### config.mk
export PLATFORM = sky130hd
export DESIGN_NAME = sdram_pattern_writer
export DESIGN_NICKNAME = d
export VERILOG_FILES = /design/src/rtl/sdram_pattern_writer.sv
export SDC_FILE = /design/constraint.sdc
export NUM_CORES = 1
export LEC_CHECK = 0
export ABC_AREA = 1
export BUFFER_PORTS_ARGS = -buffer_cell sky130_fd_sc_hd__buf_4
export CAP_MARGIN = 40
export CELL_PAD_IN_SITES_DETAIL_PLACEMENT = 1
export CELL_PAD_IN_SITES_GLOBAL_PLACEMENT = 1
export CORE_MARGIN = 1.5
export CORE_UTILIZATION = 45
export DETAILED_ROUTE_END_ITERATION = 8
export PLACE_DENSITY = 0.86
export SLEW_MARGIN = 30
export SYNTH_ARGS = -nofsm -noshare
export SYNTH_HDL_FRONTEND = slang
export SYNTH_SLANG_ARGS = --single-unit
### constraint.sdc
create_clock -name clk -period 3.5 [get_ports clk]
set_input_delay 0.175 -clock clk [delete_from_list [all_inputs] [get_ports clk]]
set_output_delay 0.175 -clock clk [all_outputs]
set_load 0.1 [all_outputs]
### src/rtl/sdram_pattern_writer.sv
// Test-pattern frame writer for the SDRAM controller sys_* write port.
// Optional AUTO_REPEAT_EN: restart a new frame after every frame_done.
module sdram_pattern_writer #(
  parameter int                 H_DISP    = 640,
  parameter int                 V_DISP    = 480,
  parameter int                 DATA_W    = 24,
  parameter int                 ADDR_W    = 32,
  parameter logic [ADDR_W-1:0]  BASE_ADDR = '0
) (
  input  logic              clk,
  input  logic              rst_n,
  input  logic              sys_ready,
  input  logic              start,
  input  logic [2:0]        mode,
  input  logic [DATA_W-1:0] fg_color,
  input  logic [7:0]        divide_param,
  output logic              sys_load,
  output logic              sys_we,
  output logic [DATA_W-1:0] sys_data,
  output logic [ADDR_W-1:0] sys_addr,
  output logic              busy,
  output logic              frame_done
);

  localparam int CW = DATA_W / 3;
  localparam int XW = 16;
  localparam int YW = 16;
  localparam int BW = H_DISP / 8;

  localparam logic [XW-1:0] X_LAST = XW'(H_DISP - 1);
  localparam logic [YW-1:0] Y_LAST = YW'(V_DISP - 1);
  localparam logic [XW-1:0] B_LAST = XW'(BW - 1);
  localparam logic [CW-1:0] F = '1;
  localparam logic [CW-1:0] Z = '0;

  typedef enum logic [1:0] {
    S_IDLE,
    S_LOAD,
    S_WRITE,
    S_DONE
  } state_t;

  state_t r_state;
  state_t w_next;

  logic [2:0]        r_mode;
  logic [DATA_W-1:0] r_fg;
  logic [7:0]        r_div;
  logic [7:0]        r_cnt;
  logic [XW-1:0]     r_x;
  logic [YW-1:0]     r_y;
  logic [XW-1:0]     r_bcnt;
  logic [2:0]        r_bar;
  logic [ADDR_W-1:0] r_ptr;

  logic              r_load;
  logic              r_we;
  logic [DATA_W-1:0] r_data;
  logic [ADDR_W-1:0] r_addr;
  logic              r_busy;
  logic              r_done;

  logic              w_tick;
  logic              w_eol;
  logic              w_last;
  logic [CW-1:0]     w_xy;
  logic [DATA_W-1:0] w_pix;

  assign sys_load   = r_load;
  assign sys_we     = r_we;
  assign sys_data   = r_data;
  assign sys_addr   = r_addr;
  assign busy       = r_busy;
  assign frame_done = r_done;

  always_comb begin
    w_next = r_state;
    w_tick = 1'b0;
    w_eol  = (r_x == X_LAST);
    w_last = w_eol && (r_y == Y_LAST);
    unique case (r_state)
      S_IDLE: begin
        if (start)
          w_next = S_LOAD;
      end
      S_LOAD: w_next = S_WRITE;
      S_WRITE: begin
        w_tick = (r_cnt == 8'd0) && sys_ready;
        if (w_tick && w_last)
          w_next = S_DONE;
      end
      S_DONE: begin
`ifdef AUTO_REPEAT_EN
        w_next = S_LOAD;
`else
        w_next = S_IDLE;
`endif
      end
      default: w_next = S_IDLE;
    endcase
  end

  always_comb begin
    w_pix = '0;
    w_xy  = CW'(r_x) + CW'(r_y);
    case (r_mode)
      3'd0: w_pix = r_fg;
      3'd1: begin
        unique case (r_bar)
          3'd0: w_pix = {F, F, F};
          3'd1: w_pix = {F, F, Z};
          3'd2: w_pix = {Z, F, F};
          3'd3: w_pix = {Z, F, Z};
          3'd4: w_pix = {F, Z, F};
          3'd5: w_pix = {F, Z, Z};
          3'd6: w_pix = {Z, Z, F};
          3'd7: w_pix = {Z, Z, Z};
        endcase
      end
      3'd2: w_pix = {CW'(r_x), CW'(r_y), w_xy};
      3'd3: begin
        if (r_x[5] ^ r_y[5])
          w_pix = r_fg;
      end
      3'd4: begin
        if (r_x[3:0] == 4'd0 || r_y[3:0] == 4'd0 ||
            r_x == X_LAST || r_y == Y_LAST)
          w_pix = r_fg;
      end
      default: w_pix = '0;
    endcase
  end

  always_ff @(posedge clk or negedge rst_n) begin
    if (!rst_n)
      r_state <= S_IDLE;
    else
      r_state <= w_next;
  end

  always_ff @(posedge clk or negedge rst_n) begin
    if (!rst_n) begin
      r_mode <= '0;
      r_fg   <= '0;
      r_div  <= '0;
      r_cnt  <= '0;
      r_x    <= '0;
      r_y    <= '0;
      r_bcnt <= '0;
      r_bar  <= '0;
      r_ptr  <= '0;
      r_load <= 1'b0;
      r_we   <= 1'b0;
      r_data <= '0;
      r_addr <= '0;
      r_busy <= 1'b0;
      r_done <= 1'b0;
    end else begin
      r_load <= (r_state == S_LOAD);
      r_we   <= w_tick;
      r_done <= (r_state == S_DONE);
      r_busy <= (w_next == S_LOAD) || (w_next == S_WRITE);
      if (r_state == S_LOAD) begin
        r_mode <= mode;
        r_fg   <= fg_color;
        r_div  <= divide_param;
        r_cnt  <= '0;
        r_x    <= '0;
        r_y    <= '0;
        r_bcnt <= '0;
        r_bar  <= '0;
        r_ptr  <= BASE_ADDR;
      end else if (r_state == S_WRITE) begin
        // cnt parks at 0 while the controller stalls
        if (r_cnt != 8'd0)
          r_cnt <= (r_cnt == r_div) ? 8'd0 : r_cnt + 8'd1;
        else if (w_tick)
          r_cnt <= (r_div == 8'd0) ? 8'd0 : 8'd1;
        if (w_tick) begin
          r_data <= w_pix;
          r_addr <= r_ptr;
          r_ptr  <= r_ptr + ADDR_W'(1);
          if (w_eol) begin
            r_x    <= '0;
            r_y    <= r_y + YW'(1);
            r_bcnt <= '0;
            r_bar  <= '0;
          end else begin
            r_x <= r_x + XW'(1);
            if (r_bcnt == B_LAST) begin
              r_bcnt <= '0;
              r_bar  <= r_bar + 3'd1;
            end else begin
              r_bcnt <= r_bcnt + XW'(1);
            end
          end
        end
      end
    end
  end

endmodule

==> out/summary.txt, run 1 <==
status = finished clean
Iteration-0 DRC Markers = 662
Post-Synth XOR/XNOR Area = 2.489%
Yosys top cell area share = 43.12%
Mapped Cells = 1501
Finished Core Util = 54.35%
Leak = 0.006109 uW
final HPWL from detailed placement = 23.50 mm
DRC viols = 0
gpl congestion = 0.8767
top_reg_cell synth = dfrtp_1
Tmin final = 2475 ps
post-synthesis sequential area ratio = 43.12%
Max transition margin = 50.39%
Final Cycle Share = 70.73%
Root Buffer = clkbuf_16
clock network fraction of design power = 18.2%
pre-CTS setup slack = 1069 ps
core footprint = 23610 sq um
largest family of logic cells by synthesized area = simple AND/OR/NAND/NOR gates
GRT overflow = 0
Crit Path Class = flop to flop
Final WS setup = 1025 ps
combinational group share of total power = 50.0%
Post-CTS Hold Fix Bufs = 36
gr usage total = 27.85%
path type of the worst min-delay path = primary input to flop
Max VDD drop = 487.9 uV
total CTS buffers = 17
Core Rows = 56
Die Y-Extent = 158.7 microns
mux cell area share after synthesis = 0%
layout cells sized above 1 = 11.59%
Total Power = 11400 uW
Slew @ Worst Pin = 744.1 ps
Critical Path Source Type = flop
Reg power frac = 31.8%
Post-Route Skew = 17.65 ps
Worst-Skew Late Latency = 450 ps
top-count cell post-synth = nand2_1
Critical Path RT = 3830 ps
Final Slew Violations = 0
IO Pins = 99
Fin Hold WS = 67.05 ps
Routed wire per std cell = 17.43 microns
Post-synth EDFFs = 0
Die Wd = 158.7 microns
initial antenna violation count = 0
total of max-cap violations = 0
Detailed Route WL = 33.84 mm
synth unique cells = 42
Synth top cells by count = 477 x nand2_1, 188 x dfrtp_1, 155 x inv_1, 139 x o21ai_0, 136 x nand3_1
Post-Synth Simple-Gate Area = 34.95%
area grow syn2layout = 17.63%
Switching Power = 6002 uW
DRT Pass-1 Iters = 4
highest clock rate = 404.0 MHz
Longest Clk Path Bufs = 2
Compound-Gate Fraction of Synth Area = 8.211%
unrepaired setup endpoints after global routing = no
crit-path max FO = 64
Via Count = 10720
Int Power = 5395 uW
# nets final = 1669
clk slew on worst S/H paths = 70 ps
largest net degree at the start of global routing = 97
Initial Utilization = 46.21%
clock sink total = 188
net count after synthesis = 1561
mapped cell area = 10910 sq um
adder-cell share of the synthesized area = 2.477%
synthesized area per cell = 7.269 sq um
P per Cell Area = 888.1 nW/um^2
diodes inserted = 0
Final ANT Viol Nets = 0
Ys Warns = 0
CTS H-tree depth = 4
post-cts sizing count = 0
first-pass GRT wire length = 57.31 mm
number of global-route vias before repair = 11300
Yosys reg bits = 188
Worst Path Arrival = 2810 ps
Async S/R FF share, synth = 100.0%
Synth area leaders = dfrtp_1 43%, nand2_1 16%, o21ai_0 6.4%, nand3_1 6.2%, inv_1 5.3%
Setup-failing EPs final = 0
die area = 25190 sq um
setup TNS = 0 ps
number of I/O port buffers = 98
Post-CTS Setup Inserts = 0
area leader, netlist = dfrtp_1
sw frac = 52.66%
drt via density = 5.525
Fin. Hold Viols = 0
CTS tree = done
CP Capture Type = flop
[registers in the layout, indices dropped and copies added (netlist names)]
name / count
r_ptr: 32
sys_addr: 32
r_fg: 24
sys_data: 24
r_bcnt: 16
r_x: 16
r_y: 16
r_cnt: 8
r_div: 8
r_bar: 3
r_mode: 3
r_state: 2
busy: 1
frame_done: 1
sys_load: 1
sys_we: 1
[metrics by stage]
stage | instances | cell area, sq um
2_1_floorplan | 1501 | 10910
3_3_place_gp | 1872 | 11830
3_5_place_dp | 1872 | 11830
4_1_cts | 1940 | 12810
5_1_grt | 1941 | 12830
6_report | 1941 | 12830
[final timing paths]
check                                         start                        to  slack, ps  cells after the start
max                            r_cnt[0]$_DFFE_PN0P_     r_bcnt[2]$_DFFE_PN0P_       1020                     13
min reg2reg                sys_addr[10]$_DFFE_PN0P_  sys_addr[10]$_DFFE_PN0P_        490                      2
max in group asynchronous                     rst_n      r_cnt[2]$_DFFE_PN0P_       2280                      4
max reg2reg                    r_cnt[0]$_DFFE_PN0P_     r_bcnt[2]$_DFFE_PN0P_       1020                     13
min in group asynchronous                     rst_n  sys_addr[23]$_DFFE_PN0P_        160                      2
min                                           start      r_state[0]$_DFF_PN0_         70                      3
[final cells by class]
| type | count | area (sq um) |
|---|---|---|
| Inverter | 167 | 631.9 |
| Multi-Input combinational cell | 1089 | 5254 |
| Timing Repair Buffer | 146 | 1225 |
| Fill cell | 3037 | 10780 |
| Sequential cell | 188 | 4705 |
| Clock buffer | 17 | 425.4 |
| Tap cell | 319 | 399.1 |
| Clock inverter | 15 | 193.9 |
[worst max-delay path, stage by stage, from the launching register on]
cell     delay (ps)
dfrtp_1         430
inv_1           140
ha_1            160
inv_1            40
nor2_2          100
nand3_2         100
inv_2           110
nand2_2         100
nand2_4         100
nand2_8         240
inv_6           450
nand2_1         150
nor2_1          130
nor2_1           50
[cell usage in the layout, fill, tap and decap left out, types with 2 or more instances in the layout]
cell / count
a31oi_1: 4
nand2_1: 477
bufinv_16: 2
or2_2: 6
nand3b_1: 6
nor2_2: 5
inv_1: 154
a21oi_2: 2
xor2_1: 24
inv_2: 12
nand3_1: 136
inv_8: 6
clkinvlp_4: 2
nor3_2: 4
o21a_1: 3
nor3_4: 2
dfrtp_1: 188
nand3_2: 3
ha_1: 19
nand2_4: 2
nor3_1: 34
clkbuf_16: 17
nor2_1: 113
o31ai_1: 2
a21oi_1: 12
o21ai_0: 139
dlygate4sd3_1: 36
xnor2_1: 7
clkinv_4: 2
inv_6: 3
nand2_2: 5
nor4_1: 2
buf_4: 107
nand4_1: 64
o21ai_1: 9
[power groups by stage]
stage | clock network (uW) | logic [uW] | registers, uW
after floorplan | 0 | 2940 | 4800
after global placement | 0 | 5390 | 3600
after detailed placement | 0 | 5570 | 3640
after CTS | 2100 | 5670 | 3620
after global routing | 2180 | 6250 | 3730
final | 2070 | 5700 | 3630
[metal layers]
layer  part of all wire [%]  GRT usage (%)
met2                     50          48.15
met4                    2.2          9.091
met5                      0              0
met1                     44          35.73
met3                    3.4          4.023
[kinds of logic after synthesis]
| group | after synthesis |
|---|---|
| adders and majority gates | 21 |
| DFF | 188 |
| AOI/OAI and AO/OA | 173 |
| xor gates and xnor gates | 31 |
| buffers and inverters | 224 |
| and+or+nand+nor | 864 |
Note: power is estimated with default switching activity, not from simulation.
==> run 2, diff against run 1 <==
--- a/config.mk
+++ b/config.mk
@@ -5,15 +5,15 @@
 export SDC_FILE = /design/constraint.sdc
 export NUM_CORES = 1
 export LEC_CHECK = 0
-export ABC_AREA = 1
+export ABC_AREA = 0
 export BUFFER_PORTS_ARGS = -buffer_cell sky130_fd_sc_hd__buf_4
 export CAP_MARGIN = 40
 export CELL_PAD_IN_SITES_DETAIL_PLACEMENT = 1
 export CELL_PAD_IN_SITES_GLOBAL_PLACEMENT = 1
 export CORE_MARGIN = 1.5
-export CORE_UTILIZATION = 45
+export CORE_UTILIZATION = 41
 export DETAILED_ROUTE_END_ITERATION = 8
-export PLACE_DENSITY = 0.86
+export PLACE_DENSITY = 0.79
 export SLEW_MARGIN = 30
 export SYNTH_ARGS = -nofsm -noshare
 export SYNTH_HDL_FRONTEND = slang
==> constraint.sdc (replaced) <==
create_clock -name clk -period 2.2 [get_ports clk]
set_input_delay 0.11 -clock clk [delete_from_list [all_inputs] [get_ports clk]]
set_output_delay 0.11 -clock clk [all_outputs]
set_load 0.1 [all_outputs]
==> run 2 against run 1 <==
Effect of this change:
- the run now ends with negative setup slack left
- flip-flop and latch count is the same
- global-route usage grew 1.0 points
- non-clock buffer count grew 142
- register-to-register slack lost 1500 ps
- die area shrank 6.6%
- wire length grew 23%
- core utilization grew 8.4 points
- setup slack lost 1500 ps
- worst hold slack gained 22 ps
- synthesized cell count shrank 37%
- critical path type unchanged
- highest routed layer unchanged
==> out/summary.txt, run 2 <==
status = finished, violations left
failing checks = negative setup slack
area leader, netlist = dfrtp_1
P per Cell Area = 934.6 nW/um^2 (+5.2%)
total of max-cap violations = 0 (unchanged)
drt via density = 6.363 (+15%)
Critical Path Source Type = flop
Post-Route Skew = 13.59 ps (-4.064 ps)
Root Buffer = clkbuf_16
Final ANT Viol Nets = 0 (unchanged)
net count after synthesis = 1013 (-35%)
Routed wire per std cell = 27.64 microns (+59%)
Mapped Cells = 953 (-37%)
IO Pins = 99 (unchanged)
dpl cell area = 11080 sq um (-6.3%)
highest clock rate = 373.6 MHz (-7.5%)
# nets final = 1273 (-24%)
Detailed Route WL = 41.62 mm (+23%)
Yosys reg bits = 188 (unchanged)
crit-path max FO = 8 (-88%)
CTS tree = done
DRC viols = 0 (unchanged)
die area = 23540 sq um (-6.6%)
pre-CTS setup slack = -288.7 ps (-1358 ps)
Finished Cell Area = 13830 sq um (+7.8%)
Yosys top cell area share = 50.71% (+7.6 points)
commonest non-fill, non-tap cell in the layout = buf_4
number of I/O port buffers = 98 (unchanged)
Max transition margin = 53.32% (+2.9 points)
gpl congestion = 0.8261 (-5.8%)
Slew @ Worst Pin = 698.8 ps (-45.35 ps)
Die Wd = 153.4 microns (-3.3%)
Worst Path Arrival = 3030 ps (+220 ps)
Synth top cells by count = 188 x dfrtp_1, 179 x nand2_1, 72 x nor2_1, 69 x o21ai_0, 40 x clkbuf_1
clock sink total = 188 (unchanged)
diodes inserted = 0 (unchanged)
Post-synth EDFFs = 0 (unchanged)
Crit Path Class = flop to flop
Total Power = 12920 uW (+13%)
Longest Clk Path Bufs = 2 (unchanged)
Core Rows = 54 (-3.6%)
synth unique cells = 65 (+55%)
Ys Warns = 0 (unchanged)
synthesized area per cell = 9.734 sq um (+34%)
Critical Path RT = 2550 ps (-1280 ps)
Setup-failing EPs final = 141 (+141)
largest net degree at the start of global routing = 63 (-35%)
CTS H-tree depth = 4 (unchanged)
GRT overflow = 0 (unchanged)
DRT Pass-1 Iters = 5 (+1)
Iteration-0 DRC Markers = 958 (+45%)
mapped cell area = 9276 sq um (-15%)
Async S/R FF share, synth = 100.0% (unchanged)
final HPWL from detailed placement = 18.29 mm (-22%)
Via Count = 9583 (-11%)
number of global-route vias before repair = 9573 (-15%)
Leak = 0.006616 uW (+8.3%)
Final WS setup = -476.6 ps (-1501 ps)
Fin. Hold Viols = 0 (unchanged)
setup TNS = -30630 ps (-30630 ps)
Die Y-Extent = 153.4 microns (-3.3%)
gr usage total = 28.86% (+1.0 points)
path type of the worst min-delay path = primary input to flop
CP Capture Type = flop
Final Cycle Share = 121.7% (+51 points)
FF+latch area = 4707 sq um (about the same)
Max VDD drop = 539.2 uV (+11%)
top_reg_cell synth = dfrtp_1
post-synthesis sequential area ratio = 50.71% (+7.6 points)
total CTS buffers = 17 (unchanged)
first-pass GRT wire length = 53.24 mm (-7.1%)
Initial Utilization = 42.12% (-4.1 points)
clk slew on worst S/H paths = 80 ps (about the same)
unrepaired setup endpoints after global routing = yes
multi-input logic area = 5418 sq um (+3.1%)
area grow syn2layout = 49.08%
top-count cell post-synth = dfrtp_1
Final Slew Violations = 0 (unchanged)
Fillers = 2271 (-25%)
Fin Hold WS = 89.03 ps (+21.98 ps)
core footprint = 22030 sq um (-6.7%)
layout cells sized above 1 = 41.60% (+30 points)
commonest cells after routing, fill and taps aside = 194 x buf_4, 186 x dfrtp_1, 125 x nand2_1
Tmin final = 2677 ps (+201.1 ps)
Worst-Skew Late Latency = 460 ps (about the same)
initial antenna violation count = 0 (unchanged)
Synth area leaders = dfrtp_1 51%, nand2_1 7.2%, mux2_2 4.5%, o21ai_0 3.7%, xor2_1 3.5%
run 2: logic make-up (layout without fill, tap and decap cells):
kind of cell    after synthesis  in the layout  share of synthesized area [%]
simple gates                408            411                          21.03
flops                       188            188                          50.71
compound gates              173            175                          12.37
buf+inv                      67            335                          2.886
xor+xnor                     57             57                          5.382
mux                          39             39                          4.707
fa+ha+maj                    21             21                          2.913
run 2: report_power, final:
| group | internal (uW) | leakage (uW) | switching [uW] |
|---|---|---|---|
| clock | 1550 | 0.000267 | 1550 |
| sequential | 3710 | 0.00256 | 268 |
| combinational | 2310 | 0.00379 | 3540 |
run 2: final timing paths:
kind	startpoint	end	slack [ps]	depth (start not counted)
worst max-delay path	r_state[1]$_DFF_PN0_	r_y[4]$_DFFE_PN0P_	-480	12
worst min-delay path	start	r_state[1]$_DFF_PN0_	90	3
worst max register to register	r_state[1]$_DFF_PN0_	r_y[4]$_DFFE_PN0P_	-480	12
worst min register to register	sys_addr[26]$_DFFE_PN0P_	sys_addr[26]$_DFFE_PN0P_	470	2
max in group asynchronous	rst_n	r_y[10]$_DFFE_PN0P_	1240	3
min in group asynchronous	rst_n	sys_addr[11]$_DFFE_PN0P_	210	2
run 2: timing repair:
| action | CTS | global route |
|---|---|---|
| hold endpoints to repair | 93 | 0 |
| pin swaps | 24 | 124 |
| setup buffers | 10 | 34 |
| hold buffers | 36 | 0 |
| cloned | 10 | 5 |
| gates resized for setup | 114 | 227 |
| setup endpoints to repair | 139 | 142 |
run 2: critical path: stages, from the launching register on:
cell and delay (ps):
dfrtp_1 430, inv_1 120, ha_2 440, clkinv_2 150
buf_6 210, o41ai_4 60, buf_4 180, nor3b_4 190
buf_6 150, buf_4 130, nand2b_1 90, xor2_1 170
nor2_1 230
run 2: cell type report:
cell class                      instances  share of cell area [%]
Sequential cell                       188                   34.04
Clock buffer                           21                   3.402
Timing Repair Buffer                  288                   19.76
Inverter                               15                  0.5067
Clock inverter                         11                  0.5881
Tap cell                              280                   2.533
Multi-Input combinational cell        703                   39.17
run 2: metal layers:
layer / part of all wire, % / global-route usage (%)
met5: 0 / 0
met4: 7.4 / 14.89
met3: 6.6 / 5.018
met2: 50 / 50.71
met1: 36 / 33.87
run 2: through the flow:
step	std cells	util, %
floorplan	953	-
global placement	1382	50.28
detailed placement	1382	50.28
CTS	1470	57.34
global route	1506	62.79
finish	1506	62.79
==> run 3, diff against run 2 <==
--- a/config.mk
+++ b/config.mk
@@ -12,6 +12,7 @@
 export CELL_PAD_IN_SITES_GLOBAL_PLACEMENT = 1
 export CORE_MARGIN = 1.5
 export CORE_UTILIZATION = 41
+export CTS_CLUSTER_SIZE = 28
 export DETAILED_ROUTE_END_ITERATION = 8
 export PLACE_DENSITY = 0.79
 export SLEW_MARGIN = 30
==> constraint.sdc (replaced) <==
create_clock -name clk -period 2.2 [get_ports clk]
set_input_delay 0.33 -clock clk [delete_from_list [all_inputs] [get_ports clk]]
set_output_delay 0.33 -clock clk [all_outputs]
set_load 0.1 [all_outputs]
==> run 3 against run 2 <==
Effect of this change:
- the flow still finishes with violations (negative setup slack)
- non-clock buffer count fell by 32
- register-to-register slack improved by 70 ps
- critical path type unchanged
- clock-buffer cell count fell by 1
- clock skew fell by 1.6 ps
- core utilization fell by 1.2 points
- cell area fell by 1.9%
- clock power rose by 8.7%
- flip-flop and latch count did not move
- global-route usage rose by 1.3 points
- setup slack improved by 68 ps
==> out/summary.txt, run 3 (synthesis gave the netlist of run 2 again) <==
status = finished, violations left
failing checks = negative setup slack
CTS H-tree depth = 4 (unchanged)
Die Y-Extent = 153.4 microns (unchanged)
unrepaired setup endpoints after global routing = yes
Setup crit end = r_bar[2]$_DFFE_PN0P_
reg2reg setup slack = -410 ps (+70 ps)
Buf/Inv on CP = 3 (-3)
final HPWL from detailed placement = 18.22 mm (-0.37%)
DP Cell Count = 1383 (+0.072%)
Routed wire per std cell = 28.10 microns (+1.7%)
number of global-route vias before repair = 9757 (+1.9%)
gpl congestion = 0.8385 (+1.5%)
Critical Path RT = 2560 ps (about the same)
die area = 23540 sq um (unchanged)
Tmin final = 2609 ps (-67.63 ps)
Max VDD drop = 608.0 uV (+13%)
total CTS buffers = 17 (unchanged)
Int Power = 8103 uW (+7.1%)
Core Rows = 54 (unchanged)
critical path's slowest cell = or3_4
area grow syn2layout = 46.20%
Final Slew Violations = 0 (unchanged)
Slew @ Worst Pin = 732.0 ps (+33.20 ps)
Switching Power = 5559 uW (+3.8%)
Longest Clk Path Bufs = 2 (unchanged)
Final WS setup = -408.9 ps (+67.63 ps)
gr usage total = 30.11% (+1.3 points)
sw frac = 40.69% (-0.76 points)
# nets final = 1240 (-2.6%)
Setup-failing EPs final = 148 (+5.0%)
clock network fraction of design power = 24.6% (+0.6 points)
clock sink total = 188 (unchanged)
Fin. Hold Viols = 0 (unchanged)
CP max stage delay = 480 ps (+40 ps)
commonest cells after routing, fill and taps aside = 195 x buf_4, 187 x dfrtp_1, 120 x nand2_1
drt via density = 6.372 (+0.14%)
worst setup path start = r_state[0]$_DFF_PN0_
Root Buffer = clkbuf_16
CP Capture Type = flop
delay-heaviest family, CP = simple AND/OR/NAND/NOR gates
DRC viols = 0 (unchanged)
Final Cycle Share = 118.6% (-3.1 points)
final non-filler cell total = 1472 (-2.3%)
clk slew on worst S/H paths = 70 ps (about the same)
Max transition margin = 51.10% (-2.2 points)
first-pass GRT wire length = 55.17 mm (+3.6%)
Fin Hold WS = 105.3 ps (+16.22 ps)
Worst Path Arrival = 2970 ps (-60 ps)
Crit Path Class = flop to flop
Critical Path Source Type = flop
Detailed Route WL = 41.37 mm (-0.61%)
Post-Route Skew = 11.99 ps (-1.592 ps)
Register-to-Register Path Depth = 10 (-2)
number of I/O port buffers = 98 (unchanged)
GRT overflow = 0 (unchanged)
Initial Utilization = 42.12% (unchanged)
R2R Path End = r_bar[2]$_DFFE_PN0P_
diodes inserted = 0 (unchanged)
Via Count = 9380 (-2.1%)
CTS tree = done
DRT Pass-1 Iters = 5 (unchanged)
total of max-cap violations = 0 (unchanged)
Iteration-0 DRC Markers = 1001 (+4.5%)
highest clock rate = 383.3 MHz (+2.6%)
worst r2r src = r_state[0]$_DFF_PN0_
P per Cell Area = 1007 nW/um^2 (+7.8%)
largest net degree at the start of global routing = 52 (-17%)
worst path cell trace = inv_1, ha_1, nand2_1, or3_4, buf_8, nor2_4, and3_4, buf_12, nand3_2, o21ai_1
Critical Path Stages = 10 (-2)
layout cells sized above 1 = 42.70% (+1.1 points)
setup TNS = -37390 ps (-6760 ps)
IO Pins = 99 (unchanged)
crit-path max FO = 7 (-1)
initial antenna violation count = 0 (unchanged)
Finished Core Util = 61.57% (-1.2 points)
Reg power frac = 29.4% (-1.4 points)
commonest non-fill, non-tap cell in the layout = buf_4
core footprint = 22030 sq um (unchanged)
path type of the worst min-delay path = primary input to flop
Leak = 0.006533 uW (-1.3%)
Worst-Skew Late Latency = 460 ps (about the same)
Die Wd = 153.4 microns (unchanged)
combinational group share of total power = 46.0% (+0.8 points)
Final ANT Viol Nets = 0 (unchanged)
Fillers = 2276 (+0.22%)
==> run 3: cell count changes in the layout (fill, tap and decap cells not counted), sizes merged <==
cell,delta
dlygate4sd3,-35
clkinv,-4
bufinv,+3
buf,+2
inv,+2
bufbuf,+1
clkbuf,-1
clkinvlp,-1
nor2,-1
==> run 3: per-layer routing <==
metal	wire [microns]	GRT usage (%)	vias to the layer above
met1	15260	34.94	4766
met5	0	0	-
met3	2690	5.217	203
li1	-	-	3843
met2	20810	53.27	568
met4	2608	15.81	0
==> run 3: final cells by class <==
type / count / area [sq um] / area share, %
multi-input combinational: 702 / 5380 / 39.67
sequential: 188 / 4706 / 34.70
timing repair buffer: 256 / 2450 / 18.06
clock buffer: 20 / 456.7 / 3.367
tap: 280 / 350.3 / 2.583
clock inverter: 11 / 153.9 / 1.135
inverter: 15 / 65.06 / 0.4797
==> run 3: metrics by stage <==
stage          area (sq um)  total power, uW  setup slack, ps
6_report              13560            13660           -408.9
5_1_grt               13560            13950           -459.5
4_1_cts               12660            12070           -222.6
3_5_place_dp          11080             7374           -327.8
3_3_place_gp          11080             7246           -224.8
2_1_floorplan          9452             6137           -265.7
==> run 3: worst min path at each step <==
stage                    start                       end  depth (start not counted)
2_1_floorplan            rst_n            busy$_DFF_PN0_                          0
3_3_place_gp             rst_n  sys_addr[10]$_DFFE_PN0P_                          1
3_5_place_dp             rst_n  sys_addr[10]$_DFFE_PN0P_                          1
4_1_cts        divide_param[5]      r_div[5]$_DFFE_PN0P_                          2
5_1_grt                mode[2]     r_mode[2]$_DFFE_PN0P_                          2
6_report          fg_color[10]      r_fg[10]$_DFFE_PN0P_                          2
==> run 3: power by group through the flow <==
stage | clock (uW) | sequential [uW] | combinational (uW)
6_report | 3370 | 4010 | 6280
5_1_grt | 3500 | 4020 | 6430
4_1_cts | 3310 | 3930 | 4820
3_5_place_dp | 0 | 3980 | 3390
3_3_place_gp | 0 | 3970 | 3280
2_1_floorplan | 0 | 4540 | 1600
==> run 3: timing repair <==
item                                    in CTS  in global routing
cloned                                      14                  5
hold endpoints to repair                    43                  0
endpoints found under the setup margin     140                148
hold buffers                                 1                  0
resized for setup                          162                174
buffers inserted                            21                 25
pin swaps                                   49                109
